## config.mk

```make
export PLATFORM = sky130hd
export DESIGN_NAME = dmem_arbiter
export DESIGN_NICKNAME = d
export VERILOG_FILES = /design/src/rtl/dmem_arbiter_pkg.sv /design/src/rtl/dmem_arb_pick.sv /design/src/rtl/dmem_arbiter.sv
export SDC_FILE = /design/constraint.sdc
export NUM_CORES = 1
export LEC_CHECK = 0
export CAP_MARGIN = 15
export CORE_UTILIZATION = 35
export DETAILED_ROUTE_END_ITERATION = 12
export PLACE_DENSITY_LB_ADDON = 0.15
export SLEW_MARGIN = 20
export SYNTH_ARGS = -nofsm -noshare
export SYNTH_HDL_FRONTEND = slang
export SYNTH_SLANG_ARGS = --single-unit
```

## constraint.sdc

```tcl
create_clock -name clk -period 5.6 [get_ports clk]
set_input_delay 0.84 -clock clk [delete_from_list [all_inputs] [get_ports clk]]
set_output_delay 0.84 -clock clk [all_outputs]
set_load 0.005 [all_outputs]
```

## src/rtl/dmem_arbiter_pkg.sv

```systemverilog
// -----------------------------------------------------------------------------
// dmem_arbiter_pkg
// Shared control types for the data-memory path:
//   mem_op_t     access size / sign-extension code (RISC-V funct3 encoding)
//   arb_state_t  arbiter FSM states
//   PORT_CPU / PORT_DBG  port indices used by the arbiter and its picker
//   op_misaligned()      alignment check for a given op/address pair
// -----------------------------------------------------------------------------
package dmem_arbiter_pkg;

    typedef enum logic [2:0] {
        MEM_B  = 3'b000,
        MEM_H  = 3'b001,
        MEM_W  = 3'b010,
        MEM_BU = 3'b100,
        MEM_HU = 3'b101
    } mem_op_t;

    typedef enum logic [1:0] {
        ARB_IDLE   = 2'd0,
        ARB_ACCESS = 2'd1,
        ARB_RESP   = 2'd2
    } arb_state_t;

    localparam logic PORT_CPU = 1'b0;
    localparam logic PORT_DBG = 1'b1;

    // Size is carried in op[1:0]; sign handling in op[2] does not affect alignment.
    function automatic logic op_misaligned(input mem_op_t op, input logic [31:0] addr);
        logic w_bad;
        case (op[1:0])
            2'b10:   w_bad = (addr[1:0] != 2'b00);
            2'b01:   w_bad = addr[0];
            default: w_bad = 1'b0;
        endcase
        return w_bad;
    endfunction

endpackage

```

## src/rtl/dmem_arb_pick.sv

```systemverilog
// -----------------------------------------------------------------------------
// dmem_arb_pick
// Two-requester picker producing a one-hot winner.
//   i_req0, i_req1 : requests from PORT_CPU / PORT_DBG
//   i_prio         : port that wins when both request (RR pointer, or PORT_CPU)
//   o_win[1:0]     : one-hot winner, bit index = port index; 0 when no request
// -----------------------------------------------------------------------------
module dmem_arb_pick
    import dmem_arbiter_pkg::*;
(
    input  logic       i_req0,
    input  logic       i_req1,
    input  logic       i_prio,
    output logic [1:0] o_win
);

    always_comb begin
        o_win = {i_req1, i_req0};
        if (i_req0 && i_req1) begin
            o_win = (i_prio == PORT_DBG) ? 2'b10 : 2'b01;
        end
    end

endmodule

```

## src/rtl/dmem_arbiter.sv

```systemverilog
// -----------------------------------------------------------------------------
// dmem_arbiter
// Two-port arbiter in front of a single data memory (combinational read,
// clocked write). Port 0 is the CPU, port 1 the loader/debug port.
// One access every two cycles: IDLE/RESP -> ACCESS (gnt) -> RESP (rvalid).
//
// Ports:
//   clk, reset                 clock, asynchronous active-high reset
//   pN_req/we/op/addr/wdata    request side of port N (held until pN_gnt)
//   pN_gnt                     high for the ACCESS cycle of port N's request
//   pN_rvalid/rdata/err        one-cycle response in RESP; rdata 0 for writes
//                              and errors; err flags range/alignment faults
//   mem_wr_en/op/addr/data_in  memory command, driven from the holding register
//   mem_data_out               memory read data, captured at end of ACCESS
//   conflict_cnt               saturating count of arbitrations with both reqs
//
// Build option: define DMEM_ARB_RR_EN for round-robin on conflict; otherwise
// port 0 always wins and no pointer register exists.
// -----------------------------------------------------------------------------
module dmem_arbiter
    import dmem_arbiter_pkg::*;
#(
    parameter int MEM_SIZE_BYTES = 1024,
    parameter int CNT_W          = 16
) (
    input  logic             clk,
    input  logic             reset,

    input  logic             p0_req,
    input  logic             p0_we,
    input  mem_op_t          p0_op,
    input  logic [31:0]      p0_addr,
    input  logic [31:0]      p0_wdata,
    output logic             p0_gnt,
    output logic             p0_rvalid,
    output logic [31:0]      p0_rdata,
    output logic             p0_err,

    input  logic             p1_req,
    input  logic             p1_we,
    input  mem_op_t          p1_op,
    input  logic [31:0]      p1_addr,
    input  logic [31:0]      p1_wdata,
    output logic             p1_gnt,
    output logic             p1_rvalid,
    output logic [31:0]      p1_rdata,
    output logic             p1_err,

    output logic             mem_wr_en,
    output mem_op_t          mem_op,
    output logic [31:0]      mem_addr,
    output logic [31:0]      mem_data_in,
    input  logic [31:0]      mem_data_out,

    output logic [CNT_W-1:0] conflict_cnt
);

    localparam logic [31:0] MEM_LIMIT = 32'(MEM_SIZE_BYTES);

    arb_state_t       r_state;
    logic             r_we;
    mem_op_t          r_op;
    logic [31:0]      r_addr;
    logic [31:0]      r_wdata;
    logic             r_illegal;
    logic             r_wr_en;
    logic [1:0]       r_gnt;
    logic [1:0]       r_rvalid;
    logic             r_err;
    logic [31:0]      r_rdata;
    logic [CNT_W-1:0] r_cnt;

    logic             w_prio;
    logic [1:0]       w_win;
    logic             w_sel;
    logic             w_any;
    logic             w_both;
    logic             w_we;
    mem_op_t          w_op;
    logic [31:0]      w_addr;
    logic [31:0]      w_wdata;
    logic             w_illegal;

`ifdef DMEM_ARB_RR_EN
    // Points at the port that wins the next conflict.
    logic             r_rr_ptr;
    assign w_prio = r_rr_ptr;
`else
    assign w_prio = PORT_CPU;
`endif

    dmem_arb_pick u_pick (
        .i_req0 (p0_req),
        .i_req1 (p1_req),
        .i_prio (w_prio),
        .o_win  (w_win)
    );

    assign w_any  = p0_req | p1_req;
    assign w_both = p0_req & p1_req;
    assign w_sel  = w_win[1];

    assign w_we      = w_sel ? p1_we    : p0_we;
    assign w_op      = w_sel ? p1_op    : p0_op;
    assign w_addr    = w_sel ? p1_addr  : p0_addr;
    assign w_wdata   = w_sel ? p1_wdata : p0_wdata;
    assign w_illegal = (w_addr >= MEM_LIMIT) | op_misaligned(w_op, w_addr);

    always_ff @(posedge clk or posedge reset) begin
        if (reset) begin
            r_state   <= ARB_IDLE;
            r_we      <= 1'b0;
            r_op      <= MEM_B;
            r_addr    <= 32'h0;
            r_wdata   <= 32'h0;
            r_illegal <= 1'b0;
            r_wr_en   <= 1'b0;
            r_gnt     <= 2'b00;
            r_rvalid  <= 2'b00;
            r_err     <= 1'b0;
            r_rdata   <= 32'h0;
            r_cnt     <= '0;
`ifdef DMEM_ARB_RR_EN
            r_rr_ptr  <= PORT_CPU;
`endif
        end else begin
            case (r_state)
                ARB_IDLE, ARB_RESP: begin
                    // Response lasts exactly one cycle.
                    r_rvalid <= 2'b00;
                    r_err    <= 1'b0;
                    r_rdata  <= 32'h0;
                    if (w_any) begin
                        r_state   <= ARB_ACCESS;
                        r_we      <= w_we;
                        r_op      <= w_op;
                        r_addr    <= w_addr;
                        r_wdata   <= w_wdata;
                        r_illegal <= w_illegal;
                        r_wr_en   <= w_we & ~w_illegal;
                        r_gnt     <= w_win;
                        if (w_both && (r_cnt != {CNT_W{1'b1}})) begin
                            r_cnt <= r_cnt + CNT_W'(1);
                        end
`ifdef DMEM_ARB_RR_EN
                        r_rr_ptr  <= ~w_sel;
`endif
                    end else begin
                        r_state <= ARB_IDLE;
                    end
                end
                ARB_ACCESS: begin
                    r_state  <= ARB_RESP;
                    r_gnt    <= 2'b00;
                    r_wr_en  <= 1'b0;
                    // Grant vector doubles as the response owner.
                    r_rvalid <= r_gnt;
                    r_err    <= r_illegal;
                    r_rdata  <= (r_we | r_illegal) ? 32'h0 : mem_data_out;
                end
                default: begin
                    r_state <= ARB_IDLE;
                end
            endcase
        end
    end

    assign p0_gnt    = r_gnt[0];
    assign p1_gnt    = r_gnt[1];
    assign p0_rvalid = r_rvalid[0];
    assign p1_rvalid = r_rvalid[1];
    assign p0_err    = r_err & r_rvalid[0];
    assign p1_err    = r_err & r_rvalid[1];
    assign p0_rdata  = r_rvalid[0] ? r_rdata : 32'h0;
    assign p1_rdata  = r_rvalid[1] ? r_rdata : 32'h0;

    assign mem_wr_en    = r_wr_en;
    assign mem_op       = r_op;
    assign mem_addr     = r_addr;
    assign mem_data_in  = r_wdata;
    assign conflict_cnt = r_cnt;

endmodule

```

==> run_results.csv, run 1 <==
group,metric,value,unit
run_status,run_status,"completed",
synthesis,mappedNetlistNets,751,
layout,multi_input_area,2700,um2
synthesis,post_synthesis_sequential_area_ratio,0.519,
worst_setup_path,setup.worst_path.end_class,"flip-flop",
pwr,p_per_area,294,nW/um2
layout,nNetsFinal,1061,
worst_setup_path,crit_start,"p0_req",
pwr,pwr-share-comb,0.215,
layout,flow.area_growth_from_synthesis,67.1,%
worst_setup_path,critPathSlowestCell,"nand2b_4",
layout,seqCellArea,3130,um2
floorplanning,design.core.area,16700,um2
placement,placement.io_buffers,325,
worst_setup_path,maximum_fanout_encountered_on_the_critical_timing_path,42,
placement,gp_routability_congestion,0.812,
floorplanning,die_w,133,um
worst_setup_path,timing.reg2reg.setup_slack,3.58,ns
floorplanning,dieHeight,133,um
pwr,power.ir.vdd_worst,0.199,mV
worst_setup_path,critical_path.cell_chain,"clkdlybuf4s50_1 > nand2b_4 > mux2i_1 > inv_1 > ha_1 > and4b_1 > a311oi_1 > o21ai_0 > o22a_1",
synthesis,dominantRegCellSynth,"dfrtp_1",
synthesis,avgSynthCellArea,10.5,um2
synthesis,ys_top_cells_by_area,"dfrtp_1, mux2i_1, and2_1, o21ai_0, a22o_1",
sta,timing.fmax,305,MHz
synthesis,synth-seq-cells,125,
pwr,sw_ratio,0.254,
hold_path,hold-path-cell-count,2,
sta,final_hold_viol_count,0,
global_routing,largest_net_degree_at_the_start_of_global_routing,85,
synthesis,yosys.area.top_type,"dfrtp_1",
pwr,pwr-share-clk,0.402,
synthesis,synthesis.instances,576,
sta,tightestPinTransition,0.914,ns
pwr,fin_total_pwr,2960,uW
hold_path,worst_hold_startpoint,"mem_data_in[7]$_DFFE_PP0P_",
worst_setup_path,timing.reg2reg.worst_path_depth,3,
placement,pre_cts_slack,1.92,ns
job,max-cap-violations,0,
clock_network,worst_skew_late_latency,0.41,ns
worst_setup_path,crit-reg2reg-capture,"mem_data_in[24]$_DFFE_PP0P_",
placement,detailed_placer_s_ending_hpwl,14300,um
worst_setup_path,worst-setup-path-type,"input pin to flip-flop",
synthesis,ys_async_sr_fraction,1.00,
layout,share_of_final_layout_standard_cells_stronger_than_drive_strength_1,0.0501,
route,antenna_left,0,
worst_setup_path,crit_path_max_incr_delay,0.67,ns
global_routing,grt_first_pass_wirelength,30100,um
floorplanning,i_o_pin_cnt,326,
synthesis,synth-edff-count,0,
global_routing,via_count_of_the_first_global_routing_pass,5649,
pwr,total_leakage_power,0.00451,uW
sta,setup-tns-final,0,ns
sta,final_max_slew_viol_count,0,
layout,diodes,0,
clock_network,post_cts_buffers,0,
global_routing,grt_antenna_before_repair,0,
route,route.detailed.drc,0,
worst_setup_path,r2r_start,"r_state[0]$_DFF_PP0_",
clock_network,cts_hold_buf,0,
sta,min_period_over_period,0.586,
hold_path,min_delay_worst_endpoint,"mem_data_in[7]$_DFFE_PP0P_",
synthesis,yosysWarningCount,0,
sta,finalWorstSetupSlack,2.32,ns
clock_network,clk_pin_slew_worst_paths,0.06,ns
layout,fill_cells,1389,
global_routing,grt.overflow.total,0,
sta,final_min_period,3.28,ns
synthesis,number_of_unique_standard_cell_types_used_by_synthesis,46,
route,drt-total-wl,18900,um
route,avgViaCountPerCell,4.95,
synthesis,netlist_area,6030,um2
clock_network,ctsLongestPathBuffers,2,
global_routing,grt_util_all_layers,0.219,
route,via_count,5538,
route,routed_wire_length_per_instance,16.9,um
floorplanning,placement_rows,47,
sta,max_slew_headroom,0.391,
pwr,sequentialPowerShare,0.383,
route,drt-pass1-iter-count,7,
sta,final.setup_skew,0.00805,ns
synthesis,synth_top_area_frac,0.519,
route,drt-initial-drc-count,215,
sta,finalSetupViolCount,0,
clock_network,cts_tree,"done",
worst_setup_path,cp.required,5.90,ns
hold_path,timing.hold.worst.class,"flip-flop to flip-flop",
clock_network,htreeDepth,4,
clock_network,cts-buffers-inserted,17,
pwr,sw_power,751,uW
pwr,internal-power,2210,uW
worst_setup_path,timing.critical_path.arrival,3.58,ns
clock_network,cts_sinks,125,
worst_setup_path,startpoint_type,"input pin",
floorplanning,die-area,17800,um2
sta,rsz0062_at_grt,"false",
clock_network,postCtsResizedCells,0,
floorplanning,floorplan.initialDensity,0.361,
clock_network,cts-root-buf,"clkbuf_16",
## state kept, by name, summed over array words and instances, names as in the netlist
| signal | flops |
|---|---|
| conflict_cnt | 16 |
| mem_addr | 32 |
| mem_data_in | 32 |
| mem_op | 3 |
| mem_wr_en | 1 |
| r_err | 1 |
| r_gnt | 2 |
| r_illegal | 1 |
| r_rdata | 32 |
| r_rvalid | 2 |
| r_state | 2 |
| r_we | 1 |
## cells in the mapped netlist, drive strengths merged, types with 7 or more instances
library cell,instances
buf,16
inv,9
nor4,11
nor2,7
nand3,7
and2,68
clkbuf,23
nand2,73
mux2i,70
o21ai,73
xor2,7
a22o,32
dfrtp,125
## area by class of cell
type	count	area share
multi-input combinational	403	0.268
clock inverter	10	0.0159
inverter	9	0.00360
clock buffer	22	0.0481
tap	220	0.0273
sequential	125	0.310
timing repair buffer	330	0.327
## through the flow
stage,utilization,std cells,hold WS (ns),area (um2)
floorplan,-,576,0.451,6030
global placement,0.565,1087,0.463,9430
detailed placement,0.565,1087,0.469,9430
CTS,0.603,1119,0.482,10100
global route,0.603,1119,0.494,10100
finish,0.603,1119,0.478,10100
## critical path: cells and delay by family
family,cells,cell delay [ns]
adders and majority gates,1,0.21
muxes,1,0.39
buffers and inverters,2,0.72
AOI/OAI and AO/OA,3,0.56
and+or+nand+nor,2,0.85
## routing by layer
metal | global-route usage | vias to the layer above | share of wire
li1 | - | 2642 | -
met1 | 0.250 | 2626 | 0.38
met4 | 0.0802 | 0 | 0.021
met2 | 0.377 | 240 | 0.51
met5 | 0 | - | 0
met3 | 0.0776 | 30 | 0.081
## cell usage in the layout, fill, tap and decap left out, types with 6 or more instances in the layout
master / instances
nor4_1: 10
inv_1: 8
and2_1: 66
a21oi_1: 6
nor2_1: 7
a22o_1: 32
clkbuf_16: 17
xor2_1: 7
clkdlybuf4s50_1: 325
nand2_1: 73
nand3_1: 7
dfrtp_1: 125
xnor2_1: 6
mux2i_1: 70
o21ai_0: 72
## power groups by stage
stage | combinational (uW) | sequential [uW] | clock [uW]
4_1_cts | 648 | 1130 | 1210
5_1_grt | 697 | 1150 | 1250
3_3_place_gp | 633 | 1140 | 0
3_5_place_dp | 646 | 1140 | 0
2_1_floorplan | 208 | 1130 | 0
6_report | 637 | 1130 | 1190
## worst max path at each step
| stage | endpoint | slack, ns |
|---|---|---|
| 4_1_cts | r_illegal$_DFFE_PP0P_ | 2.33 |
| 3_5_place_dp | r_illegal$_DFFE_PP0P_ | 1.92 |
| 6_report | r_illegal$_DFFE_PP0P_ | 2.32 |
| 2_1_floorplan | conflict_cnt[0]$_DFFE_PP0P_ | 1.43 |
| 3_3_place_gp | r_illegal$_DFFE_PP0P_ | 1.98 |
| 5_1_grt | r_illegal$_DFFE_PP0P_ | 2.07 |
## logic make-up after synthesis
family | share of synthesized area
and+or+nand+nor | 0.173
xor gates and xnor gates | 0.0189
buffers and inverters | 0.0346
adders and majority gates | 0.00622
DFF | 0.519
AOI/OAI and AO/OA | 0.130
muxes | 0.118
Note: power is estimated with default switching activity, not from simulation.
==> run 2: changes to the inputs <==
Clock period 5.6 ns to 2.9 ns, I/O delays scaled along.
==> run 2 against run 1 <==
Effect of this change: cell count is 0.36% higher; setup slack got worse by 1.9 ns; register-to-register slack got worse by 2.7 ns; cell area down 0.20%; via count shrank 0.60%; clock skew grew 0.0038 ns; sequential power grew 94%; sequential share of layout area is 0.062 points higher; critical path type is now flip-flop to output pin; critical endpoint is now p0_rdata[8].
==> run_results.csv, run 2 (synthesized netlist as in run 1, its figures left out) <==
group,metric,value,unit
run_status,run_status,"completed",
layout,finish.utilization,0.602,
sta,final_hold_viol_count,0,
clock_network,cts_hold_buf,0,
global_routing,largest_net_degree_at_the_start_of_global_routing,66,
sta,timing.fmax,401,MHz
pwr,total_leakage_power,0.00451,uW
route,drt-initial-drc-count,187,
hold_path,timing.hold.worst.class,"flip-flop to flip-flop",
layout,nNetsFinal,1067,
layout,commonest_cells_after_routing_fill_and_taps_aside,"clkdlybuf4s50_1, dfrtp_1, nand2_1",
sta,holdWs,0.476,ns
worst_setup_path,critical_path.cell_chain,"and2_1 > clkdlybuf4s50_1",
clock_network,htreeDepth,4,
layout,diodes,0,
route,route.detailed.drc,0,
placement,detailed_placer_s_ending_hpwl,14500,um
clock_network,cts-root-buf,"clkbuf_16",
layout,fill_cells,1385,
route,drt-total-wl,18900,um
pwr,p_per_area,535,nW/um2
layout,layout.cells.most_common,"clkdlybuf4s50_1",
sta,final_max_slew_viol_count,0,
layout,share_of_final_layout_standard_cells_stronger_than_drive_strength_1,0.0520,
sta,final_min_period,2.49,ns
floorplanning,floorplan.initialDensity,0.361,
route,antenna_left,0,
placement,gp_routability_congestion,0.827,
worst_setup_path,maximum_fanout_encountered_on_the_critical_timing_path,35,
pwr,power.ir.vdd_worst,0.410,mV
worst_setup_path,critPathSlowestCell,"dfrtp_1",
clock_network,cts_tree,"done",
placement,placement.io_buffers,325,
sta,rsz0062_at_grt,"false",
clock_network,worst_skew_late_latency,0.41,ns
job,max-cap-violations,0,
placement,placed_area,9520,um2
sta,min_period_over_period,0.859,
global_routing,grt.overflow.total,0,
worst_setup_path,setup.worst_path.end_class,"output pin",
route,routed_wire_length_per_instance,16.8,um
floorplanning,placement_rows,47,
clock_network,post_cts_buffers,0,
clock_network,cts-buffers-inserted,17,
worst_setup_path,cp.required,2.47,ns
floorplanning,die_w,133,um
global_routing,grt_first_pass_wirelength,29700,um
worst_setup_path,startpoint_type,"flip-flop",
clock_network,postCtsResizedCells,0,
floorplanning,i_o_pin_cnt,326,
clock_network,clk_pin_slew_worst_paths,0.05,ns
floorplanning,design.core.area,16700,um2
worst_setup_path,timing.critical_path.arrival,2.06,ns
sta,finalSetupViolCount,0,
clock_network,cts_sinks,125,
clock_network,ctsLongestPathBuffers,2,
global_routing,grt_util_all_layers,0.216,
worst_setup_path,worst-setup-path-type,"flip-flop to output pin",
global_routing,via_count_of_the_first_global_routing_pass,5631,
sta,max_slew_headroom,0.443,
layout,final_design_area_no_fill,10100,um2
worst_setup_path,crit_path_max_incr_delay,0.87,ns
floorplanning,die-area,17800,um2
layout,flow.area_growth_from_synthesis,66.8,%
sta,final.setup_skew,0.0118,ns
route,via_count,5505,
route,drt-pass1-iter-count,5,
global_routing,grt_antenna_before_repair,0,
sta,tightestPinTransition,0.836,ns
route,avgViaCountPerCell,4.90,
floorplanning,dieHeight,133,um
sta,setup-tns-final,0,ns
run 2: cell types whose count changed in the layout (fill, tap and decap cells not counted):
cell / before / now
clkbuf_8: 4 / 3
inv_4: 1 / 0
and2_1: 66 / 67
bufinv_16: 4 / 1
buf_12: 0 / 3
clkbuf_1: 1 / 2
clkinvlp_4: 4 / 2
buf_4: 5 / 8
clkinv_2: 2 / 6
and2_2: 1 / 0
run 2: area by class of cell:
cell class	instances	area, um2	share of cell area
Timing Repair Buffer	336	3370	0.335
Multi-Input combinational cell	403	2700	0.269
Clock buffer	22	474	0.0472
Clock inverter	8	67.6	0.00672
Inverter	9	37.5	0.00373
Sequential cell	125	3130	0.311
Tap cell	220	275	0.0274
run 2: worst max-delay path: cells and delay by family, from the launching register on:
| kind | cells | cell delay (ns) |
|---|---|---|
| buffers and inverters | 1 | 0.51 |
| DFF | 1 | 0.87 |
| and+or+nand+nor | 1 | 0.26 |
run 2: power by group:
part           leakage (uW)  switching [uW]  internal (uW)
clock              0.000271             721           1230
sequential          0.00160             203           1980
combinational       0.00264             478            767
run 2: through the flow:
stage	power (uW)	worst slack (ns)	cells
finish	5380	0.409	1123
global route	5660	0.239	1123
CTS	5450	0.362	1123
detailed placement	3470	0.347	1093
global placement	3430	0.434	1093
floorplan	2590	0.576	576
run 2: final timing paths:
check                                               from                     endpoint  slack, ns  cells past startpoint
min in group asynchronous                          reset  conflict_cnt[0]$_DFFE_PP0P_       0.50                      3
worst min-delay path            mem_addr[10]$_DFFE_PP0P_     mem_addr[10]$_DFFE_PP0P_       0.48                      2
max in group asynchronous                          reset  mem_data_in[27]$_DFFE_PP0P_       2.08                      3
worst max-delay path             r_rvalid[0]$_DFFE_PP0P_                  p0_rdata[8]       0.41                      2
worst min register to register  mem_addr[10]$_DFFE_PP0P_     mem_addr[10]$_DFFE_PP0P_       0.48                      2
worst max register to register      r_state[0]$_DFF_PP0_  conflict_cnt[9]$_DFFE_PP0P_       0.91                      4
run 2: metal layers:
metal	track usage	share of wire
met1	0.236	0.39
met2	0.381	0.51
met3	0.0753	0.079
met4	0.0903	0.025
met5	0	0
==> run 3: changes to the inputs <==
Settings changed: CAP_MARGIN 15 to default, CORE_MARGIN from default to 2.
==> run 3 against run 2 <==
Effect of this change: die area increased by 3.0%; sequential share of layout area down 0.19 points; first-iteration DRC count decreased by 14%; utilization grew 0.37 points; cell area increased by 0.62%; wire length is 2.7% higher; cell count grew 0.27%; setup slack gained 0.14 ns; largest power group unchanged.
==> run_results.csv, run 3 (synthesized netlist as in run 1, its figures left out) <==
group,metric,value,unit
placement,detailed_placer_s_ending_hpwl,14700,um
global_routing,grt_first_pass_wirelength,30000,um
sta,setup-tns-final,0,ns
global_routing,grt_util_all_layers,0.212,
sta,final_max_slew_viol_count,0,
clock_network,clk_pin_slew_worst_paths,0.05,ns
worst_setup_path,startpoint_type,"flip-flop",
worst_setup_path,worst-setup-path-type,"flip-flop to output pin",
layout,fin_cells,1126,
layout,fill_cells,1379,
worst_setup_path,critPathSlowestCell,"dfrtp_1",
floorplanning,placement_rows,47,
worst_setup_path,critical_path.cell_chain,"buf_4 > and2_1 > clkdlybuf4s50_1",
clock_network,cts_tree,"done",
worst_setup_path,crit_start,"r_rvalid[0]$_DFFE_PP0P_",
clock_network,cts_hold_buf,0,
route,via_count,5519,
floorplanning,die-area,18300,um2
worst_setup_path,timing.reg2reg.worst_path_depth,4,
layout,layout.cells.most_common,"clkdlybuf4s50_1",
worst_setup_path,crit_path_max_incr_delay,0.52,ns
sta,max_slew_headroom,0.556,
route,antenna_left,0,
layout,commonest_cells_after_routing_fill_and_taps_aside,"clkdlybuf4s50_1, dfrtp_1, nand2_1",
clock_network,postCtsResizedCells,0,
hold_path,timing.hold.worst.class,"flip-flop to flip-flop",
clock_network,cts-buffers-inserted,17,
layout,diodes,0,
floorplanning,i_o_pin_cnt,326,
layout,flow.area_growth_from_synthesis,67.8,%
layout,share_of_final_layout_standard_cells_stronger_than_drive_strength_1,0.0563,
route,routed_wire_length_per_instance,17.2,um
worst_setup_path,setup.worst_path.end_class,"output pin",
route,avgViaCountPerCell,4.90,
global_routing,grt.overflow.total,0,
placement,placed_area,9510,um2
clock_network,cts-root-buf,"clkbuf_16",
worst_setup_path,timing.critical_path.arrival,1.92,ns
pwr,p_per_area,554,nW/um2
layout,finish.utilization,0.606,
sta,tightestPinTransition,0.667,ns
layout,nNetsFinal,1068,
pwr,fin_total_pwr,5610,uW
sta,finalSetupViolCount,0,
placement,numPlacedInstances,1094,
sta,final.setup_skew,0.00627,ns
clock_network,worst_skew_late_latency,0.41,ns
global_routing,via_count_of_the_first_global_routing_pass,5697,
clock_network,htreeDepth,4,
layout,final_design_area_no_fill,10100,um2
job,max-cap-violations,0,
floorplanning,design.core.area,16700,um2
clock_network,cts_sinks,125,
sta,final_min_period,2.35,ns
floorplanning,dieHeight,135,um
clock_network,ctsLongestPathBuffers,2,
sta,final_hold_viol_count,0,
run_status,run_status,"completed",
layout,seqCellArea,3130,um2
placement,placement.io_buffers,325,
route,drt-initial-drc-count,161,
sta,timing.fmax,425,MHz
clock_network,post_cts_buffers,0,
worst_setup_path,maximum_fanout_encountered_on_the_critical_timing_path,25,
hold_path,worst_hold_startpoint,"mem_data_in[25]$_DFFE_PP0P_",
route,route.detailed.drc,0,
route,drt-total-wl,19400,um
global_routing,grt_antenna_before_repair,0,
placement,gp_routability_congestion,0.810,
hold_path,hold-path-cell-count,2,
worst_setup_path,r2r_start,"r_state[0]$_DFF_PP0_",
floorplanning,floorplan.initialDensity,0.361,
pwr,total_leakage_power,0.00452,uW
sta,rsz0062_at_grt,"false",
floorplanning,die_w,135,um
layout,multi_input_area,2700,um2
global_routing,largest_net_degree_at_the_start_of_global_routing,126,
pwr,power.ir.vdd_worst,0.393,mV
route,drt-pass1-iter-count,6,
worst_setup_path,cp.required,2.47,ns
sta,min_period_over_period,0.812,
run 3: stage by stage:
stage	setup slack (ns)	hold slack [ns]
2_1_floorplan	0.576	0.451
3_3_place_gp	0.444	0.462
3_5_place_dp	0.338	0.469
4_1_cts	0.471	0.481
5_1_grt	0.396	0.502
6_report	0.546	0.477
run 3: final cells by class:
type                    instances  area share
clock buffers                  19      0.0438
clock inverters                13      0.0164
inverters                       9     0.00371
multi-input cells             403       0.267
flip-flops and latches        125       0.309
well taps                     220      0.0272
repair buffers                337       0.333
run 3: worst paths after layout:
check | endpoint | slack, ns
max in group asynchronous | conflict_cnt[7]$_DFFE_PP0P_ | 1.85
hold / removal | mem_data_in[25]$_DFFE_PP0P_ | 0.48
setup reg to reg | conflict_cnt[9]$_DFFE_PP0P_ | 0.94
setup / recovery | p0_rdata[0] | 0.55
min in group asynchronous | mem_addr[5]$_DFFE_PP0P_ | 0.57
hold reg to reg | mem_data_in[25]$_DFFE_PP0P_ | 0.48
run 3: critical path: cells and delay by family (launching register included):
family	cells	cell delay, ns
DFF	1	0.52
and+or+nand+nor	1	0.18
buffers and inverters	2	0.80
run 3: report_power, final:
group	internal (uW)	total, uW	switching, uW
sequential	1980	2170	189
clock	1380	2170	794
combinational	769	1270	498
run 3: metal layers:
layer	wire length, um	global-route usage	up-vias
met2	10000	0.379	231
met3	1590	0.0688	28
met4	395	0.0747	0
met5	0	0	-
li1	-	-	2656
met1	7360	0.235	2604
